===== src/rtl/seq_gen_pkg.sv =====
// seq_gen_pkg: shared widths, index type and the constant
// pattern table used by the sequence generator.
package seq_gen_pkg;

   localparam int DATA_W = 4;
   localparam int SEQ_LEN = 8;
   localparam int IDX_W = $clog2(SEQ_LEN);

   typedef logic [IDX_W-1:0] idx_t;
   typedef logic [DATA_W-1:0] data_t;

   localparam data_t SEQ_TABLE [0:SEQ_LEN-1] = '{
      4'hA, 4'hB, 4'hE, 4'h7,
      4'hF, 4'h2, 4'h0, 4'hD
   };

endpackage


===== src/rtl/seq_gen_rom.sv =====
// seq_gen_rom: combinational index -> pattern value lookup.
// Ports: index (in, idx_t), value (out, data_t).
module seq_gen_rom
   import seq_gen_pkg::*;
(
   input  idx_t  index,
   output data_t value
);

   assign value = SEQ_TABLE[index];

endmodule


===== src/rtl/sequence_generator.sv =====
// sequence_generator: free-running 4-bit cyclic pattern source.
// Ports: clk, reset_n (async low), enable (advance), data (registered).
module sequence_generator
   import seq_gen_pkg::*;
(
   input  logic              clk,
   input  logic              reset_n,
   input  logic              enable,
   output logic [DATA_W-1:0] data
);

   idx_t  index;
   data_t rom_value;

   seq_gen_rom u_rom (
      .index (index),
      .value (rom_value)
   );

   // index points at the next element; it wraps 7 -> 0 by overflow
   always_ff @(posedge clk or negedge reset_n) begin
      if (!reset_n) begin
         index <= '0;
         data  <= '0;
      end else if (enable) begin
         index <= index + idx_t'(1);
         data  <= rom_value;
      end
   end

endmodule


===== config.mk =====
export PLATFORM = sky130hd
export DESIGN_NAME = sequence_generator
export DESIGN_NICKNAME = d
export VERILOG_FILES = /design/src/rtl/seq_gen_pkg.sv /design/src/rtl/seq_gen_rom.sv /design/src/rtl/sequence_generator.sv
export SDC_FILE = /design/constraint.sdc
export NUM_CORES = 1
export LEC_CHECK = 0
export ABC_AREA = 1
export CAP_MARGIN = 20
export CORE_AREA = 2 2 39 41
export CTS_CLUSTER_SIZE = 24
export DETAILED_ROUTE_END_ITERATION = 8
export DIE_AREA = 0 0 41 43
export PLACE_DENSITY_LB_ADDON = 0.25
export SYNTH_ARGS = -nofsm -noshare
export SYNTH_HDL_FRONTEND = slang
export SYNTH_SLANG_ARGS = --single-unit

===== constraint.sdc =====
create_clock -name clk -period 2.4 [get_ports clk]
set_clock_uncertainty 0.05 [all_clocks]
set_input_delay 0.48 -clock clk [delete_from_list [all_inputs] [get_ports clk]]
set_output_delay 0.48 -clock clk [all_outputs]
set_load 0.01 [all_outputs]

After elaboration in Yosys (flattened, before gate mapping)
Memories as Yosys holds them, arrays and structs flattened. A register that Yosys moved wholly into a read port is not among the register bits.
Cells that the tools add are included.

cells by class
  equality and inequality tests = 0
  multiplexer cells = 0
  shift-type cells = 0
  bitwise operators = 1
  $add $sub $neg = 1
  magnitude comparators = 0
  $mul = 0
  div/mod/pow operators = 0
  reductions and logical operators = 1

operator list
  operator               count
  $not A3 Y4             1
  $add A3 B1 Y3 const B  1
  $logic_not A1 Y1       1

word-level totals
  bits in writable memories = 0
  logic and storage cells = 5
  bits of input ports = 3
  bits in latches = 0
  memories = 1
  output and inout port bits = 4
  ROM bits = 32
  register bits = 3

memories
  memory           words  bits a word  rd ports  clocked after Yosys merged registers in  write ports  RTL line           source
  (no name shown)  8      4            1         1                                        0            seq_gen_rom.sv:10  assign value = SEQ_TABLE[index];

Longest topological paths before layout
Gate-level depths: netlist of the first run.

  depth in word-level cells = 1
  gate-level depth with buffers = 6
  gate-level depth less buffers = 6

By module
Synthesis of the first run repeated with hierarchy kept, for this count alone.

unflattened totals
  cells, all modules = 43
  area, all modules = 347.8 um2

by module, submodules not included
  module              area an instance (um2)  seq. area each (um2)  times used  cells each
  sequence_generator  294.0                   175.2                 1           31
  seq_gen_rom         53.8                    0.0                   1           12

Least setup slack after synthesis of the first run
No wires, ideal clock.

  kind = reg-to-reg
  from = reg index[0]
  to = reg data[2]
  period minus slack after synthesis = 1.086 ns
  data required time = 2.234 ns
  path buffers = 0
  library setup time = 0.116 ns
  stages on the path, launching flop included = 7
  arrival = 0.920 ns
  slack = 1.314 ns
  cell sequence = dfrtp_1 -> ha_1 -> inv_1 -> nand2_1 -> nand2_1 -> nand2_1 -> nand2_1

between the ends
  cells in the longest elaborated chain, start to end = 1

ends and longest elaborated chain
  item                              RTL line                  source
  start: declaration                sequence_generator.sv:12  idx_t index;
  start signal: assignment          sequence_generator.sv:26  index <= index + idx_t'(1);
  $not A3 Y4 (implied by the code)  seq_gen_rom.sv:10
  end: declaration                  sequence_generator.sv:9   output logic [DATA_W-1:0] data

No other way between the ends.
A chain may end at the register's enable or synchronous reset.

Worst setup path after layout of the first run
  from = reg data[1]
  to = out data[1]

No word-level cell between the ends.

==> results.txt, run 1 <==
Leaving out fill and tap cells, the most frequent cells in the layout are sky130_fd_sc_hd__nand2_1 (20), sky130_fd_sc_hd__dfrtp_1 (7), sky130_fd_sc_hd__clkdlybuf4s50_1 (6). The clock passes through at most 2 buffers. Synthesis produced 40 cells.

Fill cells in the final layout number 159. Routability-driven placement finished with a final weighted congestion of 0.713. The time the final worst path needs with I/O delays and setup came out at 1.67 ns. The flow ran to the end, and the final reports show no timing, DRC or antenna violations. The cell area power density came out at 1330 nW/um^2. At the end of the flow, the number of nets in the layout was 55. The required arrival time at the worst endpoint is 1.87 ns.

The number of nets with antenna violations after detailed routing came out at 0. Net switching is 37.4% of the power. The effective utilization at floorplan is 24.1%. For this run, the top clock speed supported by timing is approximately 600 MHz. The core area is about 1400 um^2. The slew of the pin with the lowest slew margin is 0.327 ns. The number of endpoints failing setup at the final stage is 0. The share of the synthesized area in the top cell type came out at between 50 and 60%.

The number of antenna diodes in the final layout is 0. Summing every instance area after synthesis gives 334 um^2. The y dimension of the die is between 40 and 50 um. The clock tree from TritonCTS is built. By area the synthesized netlist is led by sky130_fd_sc_hd__dfrtp_1 (52%), sky130_fd_sc_hd__nand2_1 (22%), sky130_fd_sc_hd__ha_1 (7.5%). Averaged over all synthesized cells, the footprint is between 8 and 9 um^2. Summing internal, switching and leakage power gives 0.570 mW. The reported leakage power came out at 0.224 nW. The overall track demand over capacity in global routing came out at roughly 10%. VDD sags by at most 0.319 mV. The floorplan step defined a die boundary enclosing 1760 um^2.

The worst slew slack as a fraction of its limit came out at 78.1%. In this run the critical register-to-register path is launched from index[1]. Setup repair after global routing left no endpoint under its margin. The number of gates resized after cts is 0. The number of max-cap violations came out at 0. The combined buffer and inverter count along the critical path came out at 1.

The number of flip-flops and latches in the synthesized netlist is 7. The HPWL after detailed placement came out at 482 um. The sequential share of the synthesized area came out at a little over half.

In the final layout, flip-flops and latches occupy around 180 um^2. The worst setup path is captured at an output port. The total CTS buffers came out at 3. After clock tree synthesis, the clock-pin slew on the worst setup and hold paths is 0.05 ns. The clock insertion delay at the later pin of the skew report came out at about 0.25 ns. The number of antenna violations at the first check in global routing is 0.

The part of the total power dissipated in the clock network is 18.6%. In this run, distinct cell masters in the synthesized netlist total 11. The most critical setup path has its startpoint at data[1].

The global-route wire length before repair is approximately 1100 um. The class of the tightest hold or removal check is reg -> reg. Dividing the final minimum period by the clock period gives between 60% and 70%. Grouping stages by cell kind, the critical path spends the most delay in buffers and inverters.

Leaving out fill and tap cells, the most frequent cell in the layout is sky130_fd_sc_hd__nand2_1. The internal power contribution is 0.357 mW. The mean routed wirelength per cell came out at a little over 9 um.

The cts-stage hold buffer count came out at 0. For this run, the number of Yosys warnings is 0. The first-pass detailed-route iteration total is 4.

Summed over all layers, the routed wires come to approximately 600 um. The total negative slack for setup checks came out at 0 ns. The final hold violation count is 0. The area growth from synthesis to layout is 28.5%. The critical path data arrival time is 1.14 ns. The max-slew violation count came out at 0. In this run the most critical hold path is launched from data[2]. Buffers added to address setup during post-CTS repair amount to 0. The via count of the first global-routing pass is 240. The post-route DRC violation count came out at 0.

The floorplan has 14 rows. The slowest stage of the critical path is the sky130_fd_sc_hd__clkdlybuf4s50_1 cell. The H-tree depth reported by CTS is 1. The footprint of the multi-input gates came out at 129 um^2. The maximum number of pins on one net before global-route repair is 10. The count of port buffers added during placement came out at 6. The total I/O pin count came out at 7. The die width came out at 41 um. The net count after synthesis is 45.

The kind of start point of the critical path is a flop. The proportion of power drawn by combinational gates came out at 41.5%. Along the worst path, the maximum fanout reaches 2.

The critical path goes through clkdlybuf4s50_1. The longest individual stage delay on the worst path came out at 0.54 ns. In this run, the number of DRC markers left after iteration 0 of detailed routing was 6. For this design, the sink count on the clock tree is 7. The startpoint-to-endpoint class of the critical path is reg -> out. The sequential fraction of design power came out at between 40% and 50%. Clock tree synthesis selected as its root buffer the cell sky130_fd_sc_hd__clkbuf_4. In the final layout, the share of cells above drive strength 1 is 10.2%.

Summing over every cut layer, the via total after detailed routing is 269. The biggest area contributor in the post-synthesis netlist is sky130_fd_sc_hd__dfrtp_1. The global route total overflow is 0.

The net switching power of the design came out at about 0.21 mW. The routed via count divided by cell count came out at 4.14.
power groups by stage:
stage                     clock network (mW)  registers (mW)  logic, mW
final                                  0.106           0.228      0.237
after global routing                   0.120           0.238      0.280
after CTS                              0.113           0.229      0.241
after detailed placement                   0           0.231      0.240
after global placement                     0           0.232      0.237
after floorplan                            0           0.234      0.133
sequential cells by signal, summed over array words and instances, names as in the netlist:
name / count
data: 4
index: 3
cell families (layout without fill, tap and decap cells):
family                   count (synthesis)  in the layout  synth area share, %
AND/OR/NAND/NOR                         22             22                 25.1
flip-flops                               7              7                 52.4
buffers and inverters                    6             15                 8.99
adder cells (fa/ha/maj)                  2              2                 7.49
AO/OA/AOI/OAI                            2              2                 3.37
XOR/XNOR                                 1              1                 2.62
cells in the mapped netlist:
cell,n
sky130_fd_sc_hd__nor2_1,1
sky130_fd_sc_hd__nand2_1,20
sky130_fd_sc_hd__xor2_1,1
sky130_fd_sc_hd__buf_6,1
sky130_fd_sc_hd__a31oi_1,1
sky130_fd_sc_hd__o21ai_1,1
sky130_fd_sc_hd__ha_1,2
sky130_fd_sc_hd__nand3_1,1
sky130_fd_sc_hd__inv_1,3
sky130_fd_sc_hd__inv_2,2
sky130_fd_sc_hd__dfrtp_1,7
metal layers:
metal,global-route usage (%),up-vias,wire length [um]
met5,0,-,0
met4,10.0,0,30
met3,4.71,4,28
met2,11.9,9,269
met1,12.1,118,274
li1,-,138,-
stage by stage:
step                hold slack, ns  utilization, %  setup slack (ns)  cell area [um^2]  std cells
floorplan                    0.134               -              1.31               334         40
global placement             0.417            29.1             0.876               403         61
detailed placement           0.419            29.1             0.845               403         61
CTS                          0.433            31.0             0.708               429         65
global route                 0.456            31.0             0.681               429         65
finish                       0.425            31.0             0.731               429         65
path summary, 6_finish.rpt:
kind,to,slack (ns),cells after the start
setup / recovery,data[1],0.73,1
hold reg to reg,data[2],0.43,2
setup reg to reg,data[2],1.20,6
max in group asynchronous,data[0],1.61,1
min in group asynchronous,data[3],0.44,1
hold / removal,data[2],0.43,2
area by class of cell:
class | instances | area share (%)
Multi-Input combinational cell | 27 | 30.0
Clock buffer | 4 | 6.12
Tap cell | 16 | 4.66
Inverter | 5 | 4.37
Timing Repair Buffer | 6 | 14.0
Sequential cell | 7 | 40.8
Power figures use the tool's default switching activity.
==> inputs of run 2 (changes only) <==
clock period = 1.47 ns   (was 2.4 ns; I/O delays follow)
==> results.txt, run 2 (synthesis results as in run 1) <==
The antenna diode count is 0 (unchanged). The kind of start point of the critical path is a flop. The peak ir drop on the vdd network is 0.570 mV (+79%). The combined buffer and inverter count along the critical path is 1 (unchanged). The final core area utilization came out at 30.7% (-0.36 points). Leaving out fill and tap cells, the most frequent cells in the layout are sky130_fd_sc_hd__nand2_1 (20), sky130_fd_sc_hd__dfrtp_1 (7), sky130_fd_sc_hd__dlygate4sd2_1 (4). The die width came out at 41 um (unchanged). The worst slew slack as a fraction of its limit is 76.8% (-1.3 points). The mean routed wirelength per cell is 9.32 um (+0.50%). The clock-pin slew on the worst setup and hold paths came to 0.05 ns (about the same).

The via count of the first global-routing pass is 231 (-3.8%). The final standard cell area without fillers is 424 um^2 (-1.2%). The total CTS buffers is 3 (unchanged).

The master of the slowest instance on the critical path is sky130_fd_sc_hd__dfrtp_1. The cell at the root of the clock tree is sky130_fd_sc_hd__clkbuf_4. Setup repair after global routing left no endpoint under its margin. The final RePlAce weighted congestion is 0.699 (-1.9%). The number of endpoints failing setup at the final stage is 0 (unchanged).

The global-route wire length before repair is 993 um (-5.9%). The overall track demand over capacity in global routing came to 9.26% (-0.72 points). The number of gates resized after cts came to 4 (+4).

The flow ran to the end, and the final reports show no timing, DRC or antenna violations. Leaving out fill and tap cells, the most frequent cell in the layout is sky130_fd_sc_hd__nand2_1. The total clock sinks came out at 7 (unchanged).

In the final layout, the registers with the most flip-flops are data: 4 flops, index: 3 flops. The area growth from synthesis to layout is 27.0%. The final hold violation count is 0 (unchanged).

The max-slew violation count is 0 (unchanged). The clock period could shrink to 1.24 ns. The longest individual stage delay on the worst path is 0.37 ns (-0.17 ns).

The number of antenna violations at the first check in global routing is 0 (unchanged). The starting DRC count in detailed routing came to 6 (unchanged). The register-to-register path setup slack came out at 0.29 ns (-0.91 ns). In this run the worst hold path is classified as in -> async.

Traced cell by cell, the critical path runs through dlygate4sd2_1. The overall power after layout was 0.882 mW (+55%). The maximum count of clock buffers along a single path came to 2 (unchanged). The first-pass detailed-route iteration total is 4 (unchanged). The total wire length after detailed routing came out at 606 um (+0.50%). The required arrival time at the worst endpoint came out at 1.13 ns (-0.74 ns). The routed via count divided by cell count came to 4.06 (-1.9%). The cts-stage hold buffer count is 0 (unchanged). TritonCTS built the clock tree. The worst hold-check slack is 0.257 ns (-0.168 ns).

The post-route DRC violation count came out at 0 (unchanged). The share of final-layout standard cells stronger than drive strength 1 came out at 10.2% (unchanged). The reported leakage power is 0.231 nW (+2.7%). The capturing element type of the critical path is an output port. The HPWL after detailed placement was 438 um (-9.1%).

The die area came out at 1760 um^2 (unchanged). The worst register-to-register path ends at data[2]. The number of flip-flops in the largest register came out at 4 (unchanged). The number of max-cap violations came out at 0 (unchanged). The H-tree depth reported by CTS came out at 1 (unchanged).

In the finished design, the share of the clock period the worst path needs comes to around 85%. The via count of the routed design came out at 264 (-1.9%). data holds more flip-flops than any other register. The net count reported at finish was 55 (unchanged). The cell area power density was 2080 nW/um^2 (+56%).

The slew of the pin with the lowest slew margin was 0.346 ns (+0.0193 ns). The effective utilization at floorplan is 24.1% (unchanged). The post-place instance area came out at 403 um^2 (unchanged). The core area came out at 1380 um^2 (unchanged).

The maximum number of pins on one net before global-route repair is 10 (unchanged). The critical path in this run is classified as reg -> out. The maximum clock frequency is 804 MHz. The number of buffers inserted by post-CTS setup repair came out at 0 (unchanged). The number of nets with antenna violations after detailed routing is 0 (unchanged). The worst reg2reg path startpoint is index[1]. The y dimension of the die came to 43 um (unchanged).

The total negative slack for setup checks came out at 0 ns (unchanged). The total I/O pin count is 7 (unchanged). The clock insertion delay at the later pin of the skew report came out at 0.25 ns (about the same).

The number of placement rows came out at 14 (unchanged). The cell count of the worst reg-to-reg path is 6 (unchanged). The highest fanout seen on the critical path is 2 (unchanged). The critical path starts at data[0]. The critical path data arrival time is 0.90 ns (-0.24 ns). The count of port buffers added during placement came out at 6 (unchanged). Grouping stages by cell kind, the critical path spends the most delay in flip-flops. The global route total overflow came out at 0 (unchanged).
==> run 2: changes by cell type in the layout (fill, tap and decap cells not counted) <==
cell	change
sky130_fd_sc_hd__dlygate4sd2_1	+4
sky130_fd_sc_hd__clkdlybuf4s50_1	-4
==> run 2: worst max-delay path by stage <==
stage	cells past startpoint	endpoint	slack [ns]
6_report	1	data[0]	0.23
4_1_cts	1	data[2]	0.21
5_1_grt	1	data[3]	0.17
3_3_place_gp	4	data[0]	0.1
2_1_floorplan	6	data[2]	0.38
3_5_place_dp	4	index[1]	0.09
==> run 2: layout make-up <==
| cell class | count | area, um^2 |
|---|---|---|
| repair buffers | 6 | 55.1 |
| fillers | 156 | 960 |
| flip-flops and latches | 7 | 175 |
| clock buffers | 4 | 26.3 |
| inverters | 5 | 18.8 |
| well taps | 16 | 20.0 |
| multi-input cells | 27 | 129 |
==> run 2: through the flow <==
stage | instances | setup slack, ns
after detailed placement | 61 | 0.0926
after floorplan | 40 | 0.384
after global placement | 61 | 0.0977
after CTS | 65 | 0.208
after global routing | 65 | 0.175
final | 65 | 0.226
==> run 2: metal layers <==
layer	share of wire, %	global-route usage, %	vias to the layer above
li1	-	-	139
met1	50	11.0	116
met2	41	10.6	7
met3	5.0	6.28	2
met4	3.1	8.00	0
met5	0	0	-
==> run 2: power by group <==
part / switching, mW / internal, mW
Sequential: 0.0791 / 0.287
Combinational: 0.190 / 0.153
Clock: 0.0696 / 0.104
Total: 0.338 / 0.543
==> inputs of run 3 (changes only) <==
clock period = 1.3 ns   (was 1.47 ns; I/O delays follow)
==> results.txt, run 3 (synthesis results as in run 1) <==
TritonCTS built the clock tree. The clock-pin slew on the worst setup and hold paths was 0.05 ns (about the same). The die width is 41 um (unchanged). The max-slew violation count is 0 (unchanged). The die area is 1760 um^2 (unchanged).

The via count of the routed design came to 264 (unchanged). The cts-stage hold buffer count came out at 0 (unchanged). The global-route wire length before repair is 1060 um (+6.9%).

The first-pass detailed-route iteration total was 2 (-2). The worst slew slack as a fraction of its limit is 77.7% (+0.87 points). The growth of design area from synthesis to finish is 31.5%. The number of buffers inserted by post-CTS setup repair came to 0 (unchanged). Counting flops per register, the top entry is data. The total CTS buffers is 3 (unchanged). The clock insertion delay at the later pin of the skew report is 0.25 ns (about the same). The cell type group with the largest total delay on the critical path is flip-flops. Setup repair after global routing left no endpoint under its margin. The total wire length after detailed routing is 631 um (+4.1%). The highest fanout seen on the critical path came out at 2 (unchanged).

The net switching power of the design came out at 0.394 mW (+16%). The number of max-cap violations is 0 (unchanged). The overall track demand over capacity in global routing came out at 9.88% (+0.62 points).

The routed via count divided by cell count was 3.94 (-3.0%). The final RePlAce weighted congestion is 0.752 (+7.5%). The flow ran to the end, and the final reports show no timing, DRC or antenna violations. The proportion of power drawn by combinational gates was 41.5% (+2.7 points). The number of placement rows is 14 (unchanged). The antenna diode count is 0 (unchanged).

The min-delay analysis places its worst path in the category in -> async. The cell count of the worst reg-to-reg path is 6 (unchanged). The worst hold-check slack is 0.221 ns (-0.0361 ns).

The total negative slack for setup checks came to 0 ns (unchanged). The cell at the root of the clock tree is sky130_fd_sc_hd__clkbuf_4. The number of antenna violations at the first check in global routing came to 0 (unchanged).

The final hold violation count was 0 (unchanged). The global route total overflow came out at 0 (unchanged). The net switching fraction of the power came out at 38.2% (-0.16 points). The HPWL after detailed placement is 462 um (+5.6%).

The count of port buffers added during placement is 6 (unchanged). The part of the total power dissipated in the clock network came to 19.3% (-0.3 points). The slew of the pin with the lowest slew margin is 0.333 ns (-0.0130 ns). The required arrival time at the worst endpoint came out at 0.99 ns (-0.14 ns). The number of endpoints failing setup at the final stage came to 0 (unchanged). Counting I/O delays and the setup requirement, the final critical path takes 1.22 ns.

The total I/O pin count came out at 7 (unchanged). Walking the worst path, the cells encountered are dlygate4sd2_1. The via count of the first global-routing pass is 271 (+17%).

The effective utilization at floorplan was 24.1% (unchanged). The mean routed wirelength per cell is 9.42 um (+1.0%). The sequential fraction of design power came out at 39.2% (-2.3 points).

The worst setup path is of the reg -> out kind. The y dimension of the die came out at 43 um (unchanged). The core area is 1380 um^2 (unchanged). The reported leakage power was 0.240 nW (+4.2%). The number of flip-flops in the largest register is 4 (unchanged).

The largest registers in the layout are data: 4 flops, index: 3 flops. The starting DRC count in detailed routing came out at 2 (-4). The share of final-layout standard cells stronger than drive strength 1 is 13.7% (+3.5 points).

The internal power contribution is 0.636 mW (+17%). The H-tree depth reported by CTS is 1 (unchanged). The cell area power density is 2340 nW/um^2 (+13%). For this run, the top clock speed supported by timing is between 800 and 900 MHz.

The count of filler cells inserted in the layout was 159 (+1.9%). The peak ir drop on the vdd network was 0.522 mV (-8.4%). The combined buffer and inverter count along the critical path was 1 (unchanged).

Of the available clock period, the critical path in the final layout requires 93.5%. The logic depth of the worst path, buffers included came out at 1 (unchanged). The top cell types in the final layout, fill and taps aside, are sky130_fd_sc_hd__nand2_1 (20), sky130_fd_sc_hd__dfrtp_1 (7), sky130_fd_sc_hd__dlygate4sd2_1 (4). The critical path data arrival time is 0.91 ns (about the same).

The post-route DRC violation count is 0 (unchanged). The maximum count of clock buffers along a single path came out at 2 (unchanged). The total clock sinks came out at 7 (unchanged). Among all stages on the critical path, the largest delay is contributed by sky130_fd_sc_hd__dfrtp_1. The longest individual stage delay on the worst path came to 0.37 ns (about the same). The library cell used most frequently in the layout, excluding fill and tap cells, is sky130_fd_sc_hd__nand2_1. The number of nets with antenna violations after detailed routing came to 0 (unchanged). The net count reported at finish is 57 (+3.6%). The worst setup path is captured at an output port.

The maximum number of pins on one net before global-route repair was 10 (unchanged). The worst setup path is launched from a flop.
run 3: cell types whose count changed in the layout (fill, tap and decap cells not counted):
cell / delta
sky130_fd_sc_hd__buf_4: +2
run 3: layer usage:
metal,routed length (um),vias to the layer above,global-route usage [%]
li1,-,143,-
met1,299,114,10.4
met2,281,5,12.2
met3,30,2,4.71
met4,19,0,12.0
met5,0,-,0
run 3: worst paths after layout:
| check | endpoint | slack, ns | start |
|---|---|---|---|
| max | data[0] | 0.08 | data[0] |
| min | index[1] | 0.22 | reset_n |
| max reg2reg | data[2] | 0.15 | index[0] |
| min reg2reg | data[3] | 0.42 | data[3] |
| max in group asynchronous | index[0] | 0.73 | reset_n |
| min in group clk | data[3] | 0.42 | data[3] |
run 3: repair_timing:
action | 4_1_cts | 5_1_grt
hold endpoints to repair | 0 | 0
setup endpoints to repair | 4 | 0
resized for setup | 4 | 0
run 3: stage by stage:
stage               area [um^2]  utilization (%)  total power, mW  setup slack [ns]  cells
global route                439             31.7             1.14            0.0401     67
detailed placement          418             30.2            0.888            0.0728     63
global placement            418             30.2            0.878            0.0818     63
floorplan                   334                -            0.677             0.214     40
finish                      439             31.7             1.03            0.0839     67
CTS                         439             31.7             1.05            0.0673     67
run 3: cell type report:
type,count,area (um^2),area share [%]
Sequential cell,7,175,39.9
Multi-Input combinational cell,27,129,29.3
Timing Repair Buffer,8,70.1,16.0
Clock buffer,4,26.3,5.98
Tap cell,16,20.0,4.56
Inverter,5,18.8,4.27
run 3: power by group through the flow:
stage | sequential, mW | clock, mW | combinational [mW]
2_1_floorplan | 0.432 | 0 | 0.245
3_3_place_gp | 0.408 | 0 | 0.470
3_5_place_dp | 0.411 | 0 | 0.477
4_1_cts | 0.405 | 0.211 | 0.437
5_1_grt | 0.422 | 0.223 | 0.497
6_report | 0.404 | 0.199 | 0.427
